`src/rtl/peripheral_msi_wb_pkg.sv`:
```
`default_nettype none
// ============================================================================
//  Module   : peripheral_msi_wb_pkg
//  Purpose  : Shared types and constants for the MSI Wishbone arbiter:
//             arbiter FSM state encoding, Wishbone CTI/BTE codes and a
//             helper that sizes the optional watchdog counter.
//  Revision : 1.0 - initial release
// ============================================================================
package peripheral_msi_wb_pkg;

   // Arbiter FSM states; DRAIN is only reachable in the watchdog build
   typedef enum logic [1:0] {
      IDLE  = 2'd0,
      GRANT = 2'd1,
      DRAIN = 2'd2
   } arb_state_t;

   // Wishbone cycle-type identifiers
   localparam logic [2:0] CTI_CLASSIC = 3'b000;
   localparam logic [2:0] CTI_CONST   = 3'b001;
   localparam logic [2:0] CTI_INCR    = 3'b010;
   localparam logic [2:0] CTI_EOB     = 3'b111;

   // Wishbone burst-type extensions
   localparam logic [1:0] BTE_LINEAR  = 2'b00;
   localparam logic [1:0] BTE_WRAP4   = 2'b01;
   localparam logic [1:0] BTE_WRAP8   = 2'b10;
   localparam logic [1:0] BTE_WRAP16  = 2'b11;

   // Watchdog counter width: enough to hold the limit, clamped to 8..32 bits
   function automatic int timeout_width(input int limit);
      int w;
      w = $clog2(limit + 1);
      if (w < 8)  w = 8;
      if (w > 32) w = 32;
      return w;
   endfunction

endpackage
`default_nettype wire

```
`src/rtl/peripheral_msi_rr_arbiter.sv`:
```
`default_nettype none
// ============================================================================
//  Module   : peripheral_msi_rr_arbiter
//  Purpose  : Combinational round-robin picker. Scans the request vector
//             starting just after the previous winner (last) and returns a
//             one-hot grant for the first requester found, or zero.
//  Revision : 1.0 - initial release
// ============================================================================
module peripheral_msi_rr_arbiter
   import peripheral_msi_wb_pkg::*;
#(
   parameter int NM = 3,
   parameter int LW = (NM > 1) ? $clog2(NM) : 1
) (
   input  logic [NM-1:0] req,
   input  logic [LW-1:0] last,
   output logic [NM-1:0] gnt
);

   // Rotating-priority scan: last+1, last+2, ... wrapping modulo NM
   always_comb begin
      logic found;
      int   idx;
      gnt   = '0;
      found = 1'b0;
      idx   = 0;
      for (int i = 1; i <= NM; i++) begin
         idx = int'(last) + i;
         if (idx >= NM) idx = idx - NM;
         if (idx >= NM) idx = idx - NM;
         if (!found && req[idx]) begin
            gnt[idx] = 1'b1;
            found    = 1'b1;
         end
      end
   end

endmodule
`default_nettype wire

```
`src/rtl/peripheral_msi_arbiter_wb.sv`:
```
`default_nettype none
// ============================================================================
//  Module   : peripheral_msi_arbiter_wb
//  Purpose  : Round-robin Wishbone arbiter sharing one slave among NM masters
//             (0 = or1k data, 1 = or1k instruction, 2 = debug). A master
//             keeps the slave for its whole cyc window, bursts included.
//  Options  : MSI_ARB_TIMEOUT_EN - adds a stall watchdog that errors out a
//             hung cycle after TIMEOUT stalled cycles and drains the master.
//  Revision : 1.0 - initial release
// ============================================================================
module peripheral_msi_arbiter_wb
   import peripheral_msi_wb_pkg::*;
#(
   parameter int NM      = 3,
   parameter int AW      = 32,
   parameter int DW      = 32,
   parameter int TIMEOUT = 255
) (
   input  logic                   wb_clk_i,
   input  logic                   wb_rst_ni,
   // master side
   input  logic [NM*AW-1:0]       wbm_adr_i,
   input  logic [NM*DW-1:0]       wbm_dat_i,
   input  logic [NM*(DW/8)-1:0]   wbm_sel_i,
   input  logic [NM-1:0]          wbm_we_i,
   input  logic [NM-1:0]          wbm_cyc_i,
   input  logic [NM-1:0]          wbm_stb_i,
   input  logic [NM*3-1:0]        wbm_cti_i,
   input  logic [NM*2-1:0]        wbm_bte_i,
   output logic [DW-1:0]          wbm_dat_o,
   output logic [NM-1:0]          wbm_ack_o,
   output logic [NM-1:0]          wbm_err_o,
   output logic [NM-1:0]          wbm_rty_o,
   // slave side
   output logic [AW-1:0]          wbs_adr_o,
   output logic [DW-1:0]          wbs_dat_o,
   output logic [DW/8-1:0]        wbs_sel_o,
   output logic                   wbs_we_o,
   output logic                   wbs_cyc_o,
   output logic                   wbs_stb_o,
   output logic [2:0]             wbs_cti_o,
   output logic [1:0]             wbs_bte_o,
   input  logic [DW-1:0]          wbs_dat_i,
   input  logic                   wbs_ack_i,
   input  logic                   wbs_err_i,
   input  logic                   wbs_rty_i,
   // debug
   output logic [NM-1:0]          grant_o
);

   localparam int SW = DW / 8;
   localparam int LW = (NM > 1) ? $clog2(NM) : 1;
   localparam logic [LW-1:0] LAST_RST = LW'(NM - 1);

   arb_state_t     state_q, state_d;
   logic [NM-1:0]  grant_q, grant_d;
   logic [LW-1:0]  last_q,  last_d;

   logic [NM-1:0]  arb_gnt;
   logic [LW-1:0]  gidx;
   logic           gnt_cyc;
   logic           timeout_hit;

   logic [AW-1:0]  mux_adr;
   logic [DW-1:0]  mux_dat;
   logic [SW-1:0]  mux_sel;
   logic           mux_we;
   logic           mux_cyc;
   logic           mux_stb;
   logic [2:0]     mux_cti;
   logic [1:0]     mux_bte;

   peripheral_msi_rr_arbiter #(
      .NM   (NM),
      .LW   (LW)
   ) u_rr (
      .req  (wbm_cyc_i),
      .last (last_q),
      .gnt  (arb_gnt)
   );

   // Mux the granted master onto the slave; an empty grant yields all zeros
   always_comb begin
      mux_adr = '0;
      mux_dat = '0;
      mux_sel = '0;
      mux_we  = 1'b0;
      mux_cyc = 1'b0;
      mux_stb = 1'b0;
      mux_cti = '0;
      mux_bte = '0;
      gidx    = '0;
      for (int k = 0; k < NM; k++) begin
         if (grant_q[k]) begin
            mux_adr = mux_adr | wbm_adr_i[k*AW +: AW];
            mux_dat = mux_dat | wbm_dat_i[k*DW +: DW];
            mux_sel = mux_sel | wbm_sel_i[k*SW +: SW];
            mux_we  = mux_we  | wbm_we_i[k];
            mux_cyc = mux_cyc | wbm_cyc_i[k];
            mux_stb = mux_stb | wbm_stb_i[k];
            mux_cti = mux_cti | wbm_cti_i[k*3 +: 3];
            mux_bte = mux_bte | wbm_bte_i[k*2 +: 2];
            gidx    = LW'(k);
         end
      end
   end

   assign gnt_cyc = |(grant_q & wbm_cyc_i);

`ifdef MSI_ARB_TIMEOUT_EN
   localparam int CW = timeout_width(TIMEOUT);
   localparam logic [CW-1:0] CNT_LAST = CW'(TIMEOUT - 1);

   logic [CW-1:0] cnt_q, cnt_d;
   logic          stalled;

   // A strobe waiting on the slave with no termination this cycle
   assign stalled     = (state_q == GRANT) && mux_cyc && mux_stb &&
                        !(wbs_ack_i || wbs_err_i || wbs_rty_i);
   // Fires on the TIMEOUT-th consecutive stalled cycle
   assign timeout_hit = stalled && (cnt_q == CNT_LAST);

   // Stall counter: clears on any termination or when leaving GRANT
   always_comb begin
      cnt_d = '0;
      if (stalled && !timeout_hit) cnt_d = cnt_q + 1'b1;
   end

   // Stall counter register
   always_ff @(posedge wb_clk_i or negedge wb_rst_ni) begin
      if (!wb_rst_ni) cnt_q <= '0;
      else            cnt_q <= cnt_d;
   end
`else
   assign timeout_hit = 1'b0;
`endif

   // Next-state logic: arbitrate in IDLE, hold grant until the owner drops cyc
   always_comb begin
      state_d = state_q;
      grant_d = grant_q;
      last_d  = last_q;
      case (state_q)
         IDLE: begin
            if (|wbm_cyc_i) begin
               grant_d = arb_gnt;
               state_d = GRANT;
            end
         end
         GRANT: begin
            if (!gnt_cyc) begin
               grant_d = '0;
               last_d  = gidx;
               state_d = IDLE;
            end else if (timeout_hit) begin
               state_d = DRAIN;
            end
         end
`ifdef MSI_ARB_TIMEOUT_EN
         DRAIN: begin
            if (!gnt_cyc) begin
               grant_d = '0;
               last_d  = gidx;
               state_d = IDLE;
            end
         end
`endif
         default: begin
            grant_d = '0;
            state_d = IDLE;
         end
      endcase
   end

   // State, grant and rotation pointer registers
   always_ff @(posedge wb_clk_i or negedge wb_rst_ni) begin
      if (!wb_rst_ni) begin
         state_q <= IDLE;
         grant_q <= '0;
         last_q  <= LAST_RST;
      end else begin
         state_q <= state_d;
         grant_q <= grant_d;
         last_q  <= last_d;
      end
   end

   // Slave-side outputs: only live while a grant is active in GRANT
   always_comb begin
      wbs_adr_o = mux_adr;
      wbs_dat_o = mux_dat;
      wbs_sel_o = mux_sel;
      wbs_we_o  = mux_we;
      wbs_cti_o = mux_cti;
      wbs_bte_o = mux_bte;
      wbs_cyc_o = (state_q == GRANT) && mux_cyc && !timeout_hit;
      wbs_stb_o = (state_q == GRANT) && mux_stb && !timeout_hit;
   end

   // Master-side responses: routed only to the granted master
   always_comb begin
      wbm_ack_o = '0;
      wbm_err_o = '0;
      wbm_rty_o = '0;
      if (state_q == GRANT) begin
         wbm_ack_o = grant_q & {NM{wbs_ack_i}};
         wbm_err_o = grant_q & {NM{wbs_err_i || timeout_hit}};
         wbm_rty_o = grant_q & {NM{wbs_rty_i}};
      end
   end

   assign wbm_dat_o = wbs_dat_i;
   assign grant_o   = grant_q;

endmodule
`default_nettype wire

```
`config.mk`:
```
export PLATFORM = sky130hd
export DESIGN_NAME = peripheral_msi_arbiter_wb
export DESIGN_NICKNAME = d
export VERILOG_FILES = /design/src/rtl/peripheral_msi_wb_pkg.sv /design/src/rtl/peripheral_msi_rr_arbiter.sv /design/src/rtl/peripheral_msi_arbiter_wb.sv
export SDC_FILE = /design/constraint.sdc
export NUM_CORES = 1
export LEC_CHECK = 0
export CAP_MARGIN = 20
export CELL_PAD_IN_SITES_DETAIL_PLACEMENT = 1
export CELL_PAD_IN_SITES_GLOBAL_PLACEMENT = 1
export CORE_AREA = 2 2 151 153
export CTS_BUF_LIST = sky130_fd_sc_hd__clkbuf_4
export DETAILED_ROUTE_END_ITERATION = 12
export DIE_AREA = 0 0 153 155
export HOLD_SLACK_MARGIN = 0.06
export PLACE_DENSITY_LB_ADDON = 0.1
export SKIP_CTS_REPAIR_TIMING = 1
export SYNTH_ARGS = -nofsm -noshare
export SYNTH_HDL_FRONTEND = slang
export SYNTH_HIERARCHICAL = 1
export SYNTH_SLANG_ARGS = --single-unit
```
`constraint.sdc`:
```
create_clock -name wb_clk_i -period 1.8 [get_ports wb_clk_i]
set_input_delay 0.27 -clock wb_clk_i [delete_from_list [all_inputs] [get_ports wb_clk_i]]
set_output_delay 0.27 -clock wb_clk_i [all_outputs]
set_load 0.01 [all_outputs]
```
# After elaboration in Yosys (flattened, before gate mapping)
# Index checks and enable logic that the tools add are counted.
[totals] out_inout_bits=120 register_bits=7 input_bits=265 elab_cells=125
[op_classes] n_bitwise=23 add_sub_neg=9 reduce_logical=14 order_cmp=12 muxes=61 eq_ne=3
[op_table] op="32-bit 2-to-1 mux" count=12
[op_table] op="32-bit by 3-bit >= comparator with 1-bit output, second input constant" count=6
[op_table] op="32-bit by 3-bit subtractor with 32-bit output, second input constant" count=6
[op_table] op="32-bit OR" count=4
[op_table] op="32-bit by 1-bit >= comparator with 1-bit output, second input constant" count=3
[op_table] op="32-bit by 4-bit less-than comparator with 1-bit output, second input constant" count=3
[op_table] op="3-bit 2-to-1 mux" count=11
[op_table] op="1-bit 2-to-1 mux" count=21
[op_table] op="3-bit AND" count=4
[op_table] op="2-bit 2-to-1 mux" count=6
[op_table] op="4-bit 2-to-1 mux" count=3
[op_table] op="3-bit OR" count=4
[op_table] op="4-bit OR" count=2
[op_table] op="1-bit logical AND" count=7
[op_table] op="2-bit by 2-bit adder with 3-bit output, second input constant" count=2
[op_table] op="1-bit binary-select mux with 2-bit select" count=3
[op_table] op="1-bit demux with 2-bit select" count=3
[op_table] op="1-bit OR" count=6
[op_table] op="3-bit one-hot mux with 2 select lines" count=1
[op_table] op="3-bit OR reduction" count=2
[op_table] op="2-bit != test, second input constant" count=2
[op_table] op="2-bit OR" count=2
[op_table] op="2-bit one-hot mux with 2 select lines" count=1
[op_table] op="2-bit AND reduction" count=2
[op_table] op="5 further kinds" count=6

# Depth between registers and ports, before layout
# Gate-level depths: netlist of the first run.
[logic_depth] ltp_word=17 mapped_depth=8 ltp_nobuf=7

# Cells and area by module
# Netlist of the first run, hierarchy kept.
[by_module_without_submodules] module="peripheral_msi_arbiter_wb" n_inst=1 seq_area_each_um2=151.4 cells_each=239 area_each_um2=1720.4
[by_module_without_submodules] module="peripheral_msi_rr_arbiter" n_inst=1 seq_area_each_um2=0.0 cells_each=40 area_each_um2=279.0

# Worst setup path after synthesis of the first run
# Ideal clock, no wire load.
[synth_timing] path_type="register to register" startpoint="register last_q[1]" endpoint="register grant_q[2], in the netlist grant_o[2]" arrival_ns=1.514 setup_slack_ns=0.165 synth_period_minus_slack_ns=1.635 n_path_buf=1 required_ns=1.679 setup_ns=0.121 path_stages_with_launch=9 path_cell_list="dfstp_2 -> inv_1 -> ha_1 -> buf_6 -> nor2b_1 -> a21oi_1 -> o22ai_1 -> o32ai_1 -> a22o_1"
[synth_via] elab_chain_len=17 word_cells_on_any_way=58 classes_between="add/sub (9); order compare (12); mux (28); bitwise (2); reduce/logical (7)"
[synth_rtl] element="from (decl)" line="peripheral_msi_arbiter_wb.sv:57" source="logic [LW-1:0] last_q, last_d;"
[synth_rtl] element="from (signal assigned)" line="peripheral_msi_arbiter_wb.sv:184" source="last_q <= last_d;"
[synth_rtl] element="branches (longest 14 deep; another with 32-bit by 3-bit subtractor with 32-bit output)"
[synth_rtl] element="3-bit 2-to-1 mux (*)" line="peripheral_msi_rr_arbiter.sv:31" source="if (!found && req[idx]) begin"
[synth_rtl] element="via arb_gnt[2]" line="peripheral_msi_arbiter_wb.sv:59" source="logic [NM-1:0] arb_gnt;"
[synth_rtl] element="3-bit 2-to-1 mux (*)" line="peripheral_msi_arbiter_wb.sv:145" source="if (|wbm_cyc_i) begin"
[synth_rtl] element="3-bit one-hot mux with 2 select lines (*)" line="peripheral_msi_arbiter_wb.sv:143" source="case (state_q)"
[synth_rtl] element="to (signal assigned)" line="peripheral_msi_arbiter_wb.sv:183" source="grant_q <= grant_d;"
[synth_rtl] element="to (decl)" line="peripheral_msi_arbiter_wb.sv:56" source="logic [NM-1:0] grant_q, grant_d;"
# Mark *: on every way through the listed nets, which the timed path passes. The select of a mux whose other input is x is not followed.
# A chain may end at the register's enable or synchronous reset.

# Worst setup path in the final report of the first run
[layout_timing] startpoint="register grant_q[0], in the netlist grant_o[0]" endpoint="output wbs_cyc_o"
[layout_via] elab_chain_len=6
[layout_rtl] element="1-bit 2-to-1 mux (*)" line="peripheral_msi_arbiter_wb.sv:94" source="if (grant_q[k]) begin"
[layout_rtl] element="1-bit OR" line="peripheral_msi_arbiter_wb.sv:99" source="mux_cyc = mux_cyc | wbm_cyc_i[k];"
[layout_rtl] element="1-bit 2-to-1 mux (*)" line="peripheral_msi_arbiter_wb.sv:94"
[layout_rtl] element="1-bit OR" line="peripheral_msi_arbiter_wb.sv:99"
[layout_rtl] element="1-bit 2-to-1 mux (*)" line="peripheral_msi_arbiter_wb.sv:94"
[layout_rtl] element="1-bit logical AND (*)" line="peripheral_msi_arbiter_wb.sv:196" source="wbs_cyc_o = (state_q == GRANT) && mux_cyc && !timeout_hit;"
[layout_rtl] element="to (decl)" line="peripheral_msi_arbiter_wb.sv:39" source="output logic wbs_cyc_o,"
# Mark *: on every way between the ends. The rest lies on a longest branch, timed or not.

==> impl_metrics.env, run 1 <==
export IMPL_area_growth_pct=193
export IMPL_drt_initial_drc_count=409
export IMPL_synthFlopType="dfrtp_1"
export IMPL_dr_pass1_iters=6
export IMPL_required_ns=1.53
export IMPL_ys_ff_latch=6
export IMPL_status="complete, but fails checks"
export IMPL_period_needed_ns=2.02
export IMPL_viasPerCell=4.18
export IMPL_post_route_period_util_pct=112
export IMPL_maxSlewViolCount=0
export IMPL_synth_edff_count=0
export IMPL_yosys_warnings=6
export IMPL_final_cells=894
export IMPL_ys_seq_area_share_pct=7.57
export IMPL_io_pins=385
export IMPL_path_max_fanout=6
export IMPL_wire_per_inst_um=19.7
export IMPL_path_class="reg2out"
export IMPL_htree_levels=1
export IMPL_syn_inst=279
export IMPL_start_kind="flip-flop"
export IMPL_final_cell_mix="clkdlybuf4s50_1 (232), inv_1 (79), a222oi_1 (76)"
export IMPL_total_power_mw=6.35
export IMPL_finalSetupViolations=70
export IMPL_final_nets=878
export IMPL_worst_slew_pin_slew_ns=0.449
export IMPL_track_usage_pct=12.0
export IMPL_gr_total_overflow=0
export IMPL_worst_hold_slack_ns=0.262
export IMPL_grt_max_degree=43
export IMPL_final_common_cell="clkdlybuf4s50_1"
export IMPL_synth_area_per_cell_um2=7.17
export IMPL_numCtsBuffers=3
export IMPL_start_util_pct=9.00
export IMPL_async_flop_share_pct=100
export IMPL_clkSinkCount=6
export IMPL_post_route_util_pct=26.3
export IMPL_violations="negative setup slack"
export IMPL_place_inst=855
export IMPL_cts_tree="done"
export IMPL_path_clk_slew_ns=0.05
export IMPL_die_w_um=153
export IMPL_hpwl_um=12800
export IMPL_rows=55
export IMPL_vias=3741
export IMPL_cts_root_buf="clkbuf_4"
export IMPL_hold_path_class="in2async"
export IMPL_cap_violations=0
export IMPL_maxSlewHeadroom_pct=70.0
export IMPL_arrival_ns=1.75
export IMPL_end_kind="output port"
export IMPL_ant_nets=0
export IMPL_setup_ws_ns=-0.215
export IMPL_core_area_um2=22200
export IMPL_die_area_um2=23700
export IMPL_drt_wl_total_um=17600
export IMPL_p_leak_nw=3.06
export IMPL_synth_area_um2=2000
export IMPL_fin_setup_tns_ns=-4.03
export IMPL_hold_viol=0
export IMPL_die_h_um=155
export IMPL_numPortBuffers=320
export IMPL_drive_above_1_share_pct=28.1
export IMPL_synth_nets=548
export IMPL_remaining_drc_errors=0
export IMPL_first_global_vias=3822
export IMPL_clk_path_buf_depth=2
export IMPL_grt_pass1_wl_um=22500
export IMPL_rsz0062_at_grt="yes"
export IMPL_clock_fmax_mhz=496
export IMPL_ir_drop_v=0.000321
export IMPL_antenna_found_initial=1
export IMPL_finalWeightedCongestion=0.759
export IMPL_p_per_area_nw_per_um2=1080
export IMPL_clkLatencyLatePin_ns=0.25
export IMPL_fin_skew_ns=0.00491
export IMPL_ys_types=33
-- flip-flops by register name, indices dropped and copies added, names as in the netlist --
signal   count
grant_o      3
last_q       2
state_q      1
-- power by group --
group	total (mW)	internal (mW)	switching, mW
Combinational	5.87	3.14	2.73
Sequential	0.321	0.195	0.126
Clock	0.151	0.0992	0.0522
-- kinds of logic (layout without fill, tap and decap cells) --
logic type                 Yosys count  count (layout)  share of synthesized area, %
buffers and inverters              143             472                          34.6
other                                0               1                             0
AOI/OAI and AO/OA                   95              95                          45.0
and+or+nand+nor                     26              26                          7.70
muxes                                5               5                          2.63
DFF                                  6               6                          7.57
adders and majority gates            4               4                          2.50
-- cell usage after synthesis (3+ instances only) --
| cell | n | share of area, % |
|---|---|---|
| a222oi_1 | 76 | 38 |
| buf_1 | 4 | 0.75 |
| inv_1 | 79 | 15 |
| mux2i_1 | 3 | 1.5 |
| dfrtp_1 | 5 | 6.3 |
| and3_1 | 9 | 2.8 |
| ha_1 | 4 | 2.5 |
| buf_2 | 4 | 1.0 |
| buf_6 | 3 | 1.7 |
| o22ai_1 | 5 | 1.6 |
| clkbuf_1 | 19 | 3.6 |
| buf_4 | 34 | 13 |
| a21oi_1 | 3 | 0.75 |
| nand2_1 | 5 | 0.94 |
| nor2b_1 | 4 | 1.3 |
| a22o_1 | 3 | 1.3 |
-- final timing paths --
kind                                   start            to  slack [ns]  depth (start not counted)
worst max-delay path              grant_o[0]     wbs_cyc_o       -0.22                          5
worst max register to register    grant_o[0]     last_q[0]       -0.03                          6
worst min-delay path               wb_rst_ni    grant_o[1]        0.26                          1
worst min register to register     last_q[0]     last_q[0]        0.65                          1
max in group asynchronous          wb_rst_ni     last_q[1]        1.26                          1
min in group wb_clk_i           wbs_dat_i[5]  wbm_dat_o[5]        0.54                          0
-- critical path, stage by stage, from the launching register on --
cell and delay [ns]:
dfrtp_2 0.46, buf_4 0.16, a222oi_1 0.39, buf_4 0.18, and2b_1 0.18, buf_6 0.12
-- final cells by class --
cell class | count | area, µm²
fill | 2625 | 16400
multi-input combinational | 130 | 1250
inverter | 79 | 297
tap | 285 | 357
clock buffer | 4 | 30.0
antenna | 1 | 2.50
timing repair buffer | 389 | 3760
sequential | 6 | 158
-- stage by stage --
stage	setup WS, ns	instance area [µm²]
3_5_place_dp	-0.464	5530
2_1_floorplan	0.165	2000
3_3_place_gp	-0.474	5530
5_1_grt	-0.300	5850
6_report	-0.215	5850
4_1_cts	-0.535	5560
-- metal layers --
layer	vias up	track usage (%)	share of wire (%)	wire, µm
li1	1718	-	-	-
met1	1774	12.8	36	6340
met2	223	23.6	54	9550
met3	26	3.01	7.9	1400
met4	0	2.56	1.6	289
met5	-	0	0	0
Note: power is estimated with default switching activity, not from simulation.
==> run 2, diff against run 1 <==
Settings changed: GPL_TIMING_DRIVEN set to 0.
==> run 2 against run 1 <==
  * The run still ends with negative setup slack left
  * Final cell count up 5.6%
  * Global-route usage up 1.4 points
  * Hold slack better by 0.031 ns
  * Clock skew down 0.00084 ns
==> impl_metrics.env, run 2 (synthesized netlist as in run 1, its figures left out) <==
export IMPL_status="complete, but fails checks"
export IMPL_violations="negative setup slack"
export IMPL_area_growth_pct=208
export IMPL_die_w_um=153
export IMPL_hold_path_class="in2async"
export IMPL_grt_pass1_wl_um=25200
export IMPL_start_kind="flip-flop"
export IMPL_first_global_vias=4114
export IMPL_arrival_ns=1.76
export IMPL_die_area_um2=23700
export IMPL_worst_slew_pin_slew_ns=0.407
export IMPL_end_kind="output port"
export IMPL_viasPerCell=4.16
export IMPL_num_antenna_cells=0
export IMPL_clock_fmax_mhz=492
export IMPL_setup_ws_ns=-0.234
export IMPL_numPortBuffers=352
export IMPL_antenna_found_initial=0
export IMPL_core_area_um2=22200
export IMPL_drt_initial_drc_count=408
export IMPL_worst_r2r_endpoint="last_q[0]"
export IMPL_final_nets=929
export IMPL_regArea_um2=151
export IMPL_dr_pass1_iters=7
export IMPL_path_max_fanout=6
export IMPL_grt_max_degree=11
export IMPL_final_common_cell="clkdlybuf4s50_1"
export IMPL_track_usage_pct=13.4
export IMPL_htree_levels=1
export IMPL_finalSetupViolations=72
export IMPL_post_route_util_pct=27.7
export IMPL_timing_rr_start="grant_o[0]"
export IMPL_hold_viol=0
export IMPL_drt_wl_total_um=17900
export IMPL_rows=55
export IMPL_vias=3925
export IMPL_maxSlewHeadroom_pct=72.9
export IMPL_maxSlewViolCount=0
export IMPL_clkSinkCount=6
export IMPL_worst_r2r_cell_count=7
export IMPL_multi_input_area_um2=1220
export IMPL_wire_per_inst_um=18.9
export IMPL_worst_r2r_setup_slack_ns=0.02
export IMPL_fin_setup_tns_ns=-4.75
export IMPL_p_leak_nw=3.12
export IMPL_cap_violations=0
export IMPL_clkLatencyLatePin_ns=0.24
export IMPL_numCtsBuffers=3
export IMPL_required_ns=1.53
export IMPL_ir_drop_v=0.000246
export IMPL_post_route_period_util_pct=113
export IMPL_fillers=2618
export IMPL_p_per_area_nw_per_um2=986
export IMPL_path_clk_slew_ns=0.05
export IMPL_path_class="reg2out"
export IMPL_die_h_um=155
export IMPL_clk_path_buf_depth=2
export IMPL_io_pins=385
export IMPL_finalWeightedCongestion=0.820
export IMPL_startpoint="grant_o[0]"
export IMPL_gr_total_overflow=0
export IMPL_largest_reg_flops=3
export IMPL_hpwl_um=14700
export IMPL_rsz0062_at_grt="yes"
export IMPL_final_cell_mix="clkdlybuf4s50_1 (266), inv_1 (78), a222oi_1 (76)"
export IMPL_ant_nets=0
export IMPL_fin_skew_ns=0.00407
export IMPL_cts_root_buf="clkbuf_4"
export IMPL_cts_tree="done"
export IMPL_start_util_pct=9.00
export IMPL_drive_above_1_share_pct=28.4
export IMPL_remaining_drc_errors=0
export IMPL_period_needed_ns=2.03
run 2: cell type report:
cell class,instances,area share [%]
timing repair buffer,377,57.2
clock buffer,4,0.488
multi-input combinational,130,19.9
tap,285,5.80
buffer,63,9.30
inverter,79,4.82
sequential,6,2.46
run 2: routing by layer:
metal	part of all wire [%]	vias up	routed length, µm	global-route usage, %
met4	0.59	0	105	0.970
met1	37	1888	6660	15.2
li1	-	1813	-	-
met3	7.8	6	1400	3.54
met5	0	-	0	0
met2	54	218	9700	26.1
run 2: worst max path at each step:
stage | to | cells after the start
3_3_place_gp | wbs_adr_o[21] | 6
3_5_place_dp | wbs_adr_o[21] | 6
4_1_cts | wbs_adr_o[21] | 6
5_1_grt | wbs_cyc_o | 6
2_1_floorplan | grant_o[2] | 8
6_report | wbs_cyc_o | 6
run 2: report_power, final:
group | leakage, nW | total [mW] | internal (mW) | switching, mW
Clock | 0.0184 | 0.151 | 0.0992 | 0.0519
Combinational | 3.03 | 5.67 | 2.93 | 2.74
Sequential | 0.0755 | 0.244 | 0.187 | 0.0571
Total | 3.12 | 6.07 | 3.22 | 2.85
run 2: stage by stage:
stage               power [mW]  std cells  setup WS, ns  instance area (µm²)  hold slack, ns
detailed placement        5.80        916        -0.923                 5880           0.565
floorplan                 2.65        279         0.165                 2000         -0.0256
global placement          5.74        916        -0.897                 5880           0.560
global route              6.59        944        -0.315                 6150           0.316
finish                    6.07        944        -0.234                 6150           0.294
CTS                       5.98        920         -1.22                 5910           0.311
run 2: worst max-delay path: stages (launching register included):
cell,delay (ns)
dfrtp_1,0.38
buf_6,0.15
buf_12,0.15
a222oi_1,0.34
buf_4,0.19
and2b_1,0.19
buf_6,0.12
==> run 3, diff against run 2 <==
Settings changed: ABC_CLOCK_PERIOD_IN_PS set to 1800.
==> results of run 3 <==
Same layout as run 2: the final DEF is identical, and so are final timing and power.
